$ cat config.mk
export PLATFORM = sky130hd
export DESIGN_NAME = azadi_pad_in_filter
export DESIGN_NICKNAME = d
export VERILOG_FILES = /design/src/rtl/azadi_pad_in_filter.sv
export SDC_FILE = /design/constraint.sdc
export NUM_CORES = 1
export LEC_CHECK = 0
export ABC_AREA = 1
export ABC_CLOCK_PERIOD_IN_PS = 9650
export CAP_MARGIN = 40
export CORE_MARGIN = 2
export CORE_UTILIZATION = 59
export CTS_BUF_LIST = sky130_fd_sc_hd__clkbuf_8 sky130_fd_sc_hd__clkbuf_16
export DETAILED_ROUTE_END_ITERATION = 16
export GPL_TIMING_DRIVEN = 0
export PLACE_DENSITY = 0.8
export SLEW_MARGIN = 20
export SYNTH_ARGS = -nofsm -noshare
export SYNTH_HDL_FRONTEND = slang
export SYNTH_SLANG_ARGS = --single-unit
$ cat constraint.sdc
create_clock -name clk_i -period 9.65 [get_ports clk_i]
set_clock_uncertainty 0.1 [all_clocks]
set_input_delay 2.4125 -clock clk_i [delete_from_list [all_inputs] [get_ports clk_i]]
set_output_delay 2.4125 -clock clk_i [all_outputs]
set_load 0.05 [all_outputs]
$ cat src/rtl/azadi_pad_in_filter.sv
// Pad input conditioner: per-pin synchronizer, optional prescaled debounce filter and
// registered rise/fall pulses, feeding the input side of the pin mux.
module azadi_pad_in_filter #(
   parameter int unsigned IO_PORTS    = 24,
   parameter int unsigned SYNC_STAGES = 2,
   parameter int unsigned CNT_W       = 8,
   parameter int unsigned PRESC_W     = 16
) (
   input  logic                clk_i,
   input  logic                rst_i,
   input  logic [IO_PORTS-1:0] io_in_i,
   input  logic [IO_PORTS-1:0] filt_en_i,
   input  logic [CNT_W-1:0]    debounce_thr_i,
   input  logic [PRESC_W-1:0]  prescale_i,
   output logic [IO_PORTS-1:0] pin_o,
   output logic [IO_PORTS-1:0] rise_o,
   output logic [IO_PORTS-1:0] fall_o,
   output logic                any_edge_o
);

   logic [SYNC_STAGES-1:0][IO_PORTS-1:0] r_sync;
   logic [PRESC_W-1:0]                   r_presc;
   logic [IO_PORTS-1:0][CNT_W-1:0]       r_cnt;
   logic [IO_PORTS-1:0][CNT_W-1:0]       w_cnt_d;
   logic [IO_PORTS-1:0]                  r_pin;
   logic [IO_PORTS-1:0]                  w_pin_d;
   logic [IO_PORTS-1:0]                  r_rise;
   logic [IO_PORTS-1:0]                  r_fall;
   logic                                 r_any;
   logic [IO_PORTS-1:0]                  w_s;
   logic                                 w_tick;
   logic [CNT_W:0]                       w_thr_eff;

   // >= compare so a prescale lowered below the running count ticks at once.
   assign w_tick    = (r_presc >= prescale_i);
   assign w_s       = r_sync[SYNC_STAGES-1];
   assign w_thr_eff = (debounce_thr_i == '0) ? (CNT_W+1)'(1) : {1'b0, debounce_thr_i};

   always_comb begin
      logic [CNT_W:0] inc;
      w_pin_d = r_pin;
      w_cnt_d = r_cnt;
      inc     = '0;
      for (int k = 0; k < IO_PORTS; k++) begin
         inc = {1'b0, r_cnt[k]} + (CNT_W+1)'(1);
         if (!filt_en_i[k]) begin
            w_pin_d[k] = w_s[k];
            w_cnt_d[k] = '0;
         end else if (w_s[k] == r_pin[k]) begin
            w_cnt_d[k] = '0;
         end else if (w_tick) begin
            if (inc >= w_thr_eff) begin
               w_pin_d[k] = w_s[k];
               w_cnt_d[k] = '0;
            end else begin
               w_cnt_d[k] = inc[CNT_W-1:0];
            end
         end
      end
   end

   always_ff @(posedge clk_i) begin
      if (rst_i) begin
         r_sync  <= '0;
         r_presc <= '0;
         r_cnt   <= '0;
         r_pin   <= '0;
         r_rise  <= '0;
         r_fall  <= '0;
         r_any   <= 1'b0;
      end else begin
         r_sync  <= {r_sync[SYNC_STAGES-2:0], io_in_i};
         r_presc <= w_tick ? '0 : r_presc + PRESC_W'(1);
         r_cnt   <= w_cnt_d;
         r_pin   <= w_pin_d;
         // Pulses registered alongside the level so they line up with the new pin_o value.
         r_rise  <= w_pin_d & ~r_pin;
         r_fall  <= ~w_pin_d & r_pin;
         r_any   <= |(w_pin_d ^ r_pin);
      end
   end

   assign pin_o      = r_pin;
   assign rise_o     = r_rise;
   assign fall_o     = r_fall;
   assign any_edge_o = r_any;

endmodule

==> qor.csv <==
metric,value,unit
Synth Net Count,3401,
"Clk pin slew, worst setup/hold paths",0.06,ns
hold buffer count at cts,0,
startpoint kind of the worst setup timing path,input pin,
fill cell instance count of the final layout,2872,
first-pass GRT wire length,100000,um
synthesized area,0.0210,mm2
transition time at the pin with the least slew margin,0.919,ns
overall power consumption,3.25,mW
floorplan die area,0.0372,mm2
die span in y,193,um
detailed route wirelength on metal2,28100,um
"Async S/R FF share, synth",0,
number of cells in the design after placement,3725,
Vias per Instance,5.55,
synthesis-to-layout area growth,16.3,%
antenna violations before repair,0,
critical path arrival,6.83,ns
switching part of the total,0.255,
Gate power share,0.101,
mean instance size in the synthesized netlist,6.75,um2
Sink Count,329,
clock latency on the worst-skew pair,0.55,ns
unique cell type count in the Yosys netlist,45,
"Remaining Overflow, GRT",0,
final standard cell area without fillers,0.0245,mm2
WL met1,25600,um
# IOs,147,
"number of standard cells in the layout, taps in and fillers out",3796,
number of detailed-route iterations in the first pass,6,
buffer depth of the longest clock path,3,
routed length per instance,16.5,um
GRT Overall Usage,0.340,
instance area at placement,0.0231,mm2
IO buf count,144,
top cell types by occurrence after synthesis,"nand2_1, inv_1, dfxtp_1, nor2_1, ha_1",
Sum Neg Setup Slack,0,ns
most instantiated library cell after synthesis,nand2_1,
sequential share of the synthesized area,0.313,
category of the worst setup path capture point,register,
Hold Crit Depth,2,
uppermost signal routing layer after detailed routing,met4,
final critical path time including I/O delays and setup,6.53,ns
antenna-violating nets left,0,
post-route DRC violation count,0,
1st-iter DRT viols,1657,
most area-hungry cell type in the Yosys netlist,dfxtp_1,
internal power of the cells,2.42,mW
net switching power of the design,0.829,mW
"Data required, critical path",9.95,ns
fraction of the cycle the final worst path needs,0.677,
Detail Route met3 WL,5910,um
cell types occupying the most area after synthesis,"dfxtp_1, nand2_1, ha_1",
via count,21100,
Yosys warning count,0,
clock tree from TritonCTS,yes,
Max rail drop VDD,152,uV
total CTS buffers,38,
share of post-route cells with drive strength above 1,0.0639,
# H-tree levels,2,
top_reg_cell synth,dfxtp_1,
Post-layout nets,3593,
highest clock rate,153,MHz
relative contribution of sequential cells to total power,0.432,
effective utilization at floorplan,0.596,
Post-synth EDFFs,0,
width of the die,193,um
fraction of post-synthesis cell area in the top cell type by area,0.313,
worst-path fanout max,24,
Final Slew Violations,0,
half-perimeter wire length after placement,44900,um
outcome,"complete, no violations",
setup repair after global routing missed its margin,no,
count of endpoints failing setup in the final report,0,
number of rows created at floorplan,69,
global placement routability congestion,0.932,
Core Area,0.0353,mm2
cell count after synthesis,3115,
worst rel slew slack,0.388,
number of max-cap violations,0,
classification of the worst-slack hold path,register to register,
number of instances resized during post-cts repair,0,
total count of hold-check failures in the final report,0,
DRT Wirelength,62600,um
post-route worst setup slack,3.12,ns
number of antenna cells inserted,0,
critical setup path kind,input pin to register,
Leak,11.5,nW
areal power density over the cells,133,mW/mm2
worst reg-to-reg path cell count,18,
Clk network pwr share,0.467,
post-CTS setup buffer count,0,
pin count of the biggest net entering global routing,25,
master cell of the clock root buffer,clkbuf_16,
DP Worst Slack,2.79,ns
flip-flop and latch count after synthesis,329,
vias in the first global route,20300,
-- worst max-delay path, stage by stage --
cell and delay [ns]:
clkdlybuf4s50_1 0.59, buf_2 0.38, nor4_1 0.25, a41o_2 0.76, ha_1 0.37, o21ai_0 0.18
nor3_1 0.08, nand2_1 0.07, nand3_1 0.07, nand2_1 0.06, nand2_1 0.08, nand2_1 0.23
nand3_1 0.10, nand2_1 0.13, inv_1 0.06, ha_1 0.32, nand4_1 0.22, nor4_1 0.32
a21oi_1 0.12
-- flip-flops by register name (all words and copies together), names as in the netlist --
register and flops:
r_cnt 192, fall_o 24, pin_o 24, r_sync 24, rise_o 24, w_s 24, r_presc 16, any_edge_o 1
-- cell usage in the layout, fill, tap and decap left out, types with 21 or more instances in the layout --
cell / instances
nand2_1: 707
inv_1: 521
clkbuf_16: 41
xor2_1: 67
a21oi_1: 152
dfxtp_1: 329
ha_1: 212
clkbuf_1: 35
nand3_1: 210
nor2_1: 328
nand2_2: 29
nor2_2: 21
nand4_1: 59
nand3b_1: 25
clkdlybuf4s50_1: 144
buf_2: 28
o21ai_0: 196
-- per-layer routing --
metal  GRT usage  vias up
li1            -    10300
met1       0.422     9606
met2       0.564      942
met3      0.0644      214
met4       0.170        0
met5           0        -
-- metrics by stage --
stage	hold slack (ns)	util
after floorplan	0.288	-
after global placement	0.290	0.653
after detailed placement	0.292	0.655
after CTS	0.300	0.692
after global routing	0.312	0.693
final	0.299	0.693
-- power by group through the flow --
stage | sequential [mW] | combinational [mW] | clock, mW
after detailed placement | 1.43 | 0.323 | 0
after global routing | 1.40 | 0.359 | 1.57
final | 1.40 | 0.328 | 1.52
after CTS | 1.40 | 0.327 | 1.52
after floorplan | 1.48 | 0.137 | 0
after global placement | 1.43 | 0.311 | 0
-- path summary, 6_finish.rpt --
kind / start / to / slack, ns
worst min register to register: r_sync[2]$_SDFF_PP0_ / w_s[2]$_SDFF_PP0_ / 0.30
worst max register to register: r_cnt[144]$_SDFFE_PP0N_ / any_edge_o$_SDFF_PP0_ / 5.82
worst max-delay path: debounce_thr_i[4] / any_edge_o$_SDFF_PP0_ / 3.12
worst min-delay path: r_sync[2]$_SDFF_PP0_ / w_s[2]$_SDFF_PP0_ / 0.30
-- area by class of cell --
type	count	area [um2]	share of cell area
Multi-Input combinational cell	2180	12100	0.493
Sequential cell	329	6590	0.269
Inverter	527	1980	0.0809
Timing Repair Buffer	152	1530	0.0627
Clock buffer	54	1200	0.0493
Tap cell	461	577	0.0236
Buffer	79	404	0.0165
Clock inverter	14	114	0.00465
-- cell families after synthesis --
kind of cell | share of synthesized area
compound gates | 0.113
fa+ha+maj | 0.126
flops | 0.313
buf+inv | 0.113
simple gates | 0.301
xor+xnor | 0.0333
Power figures use the tool's default switching activity.
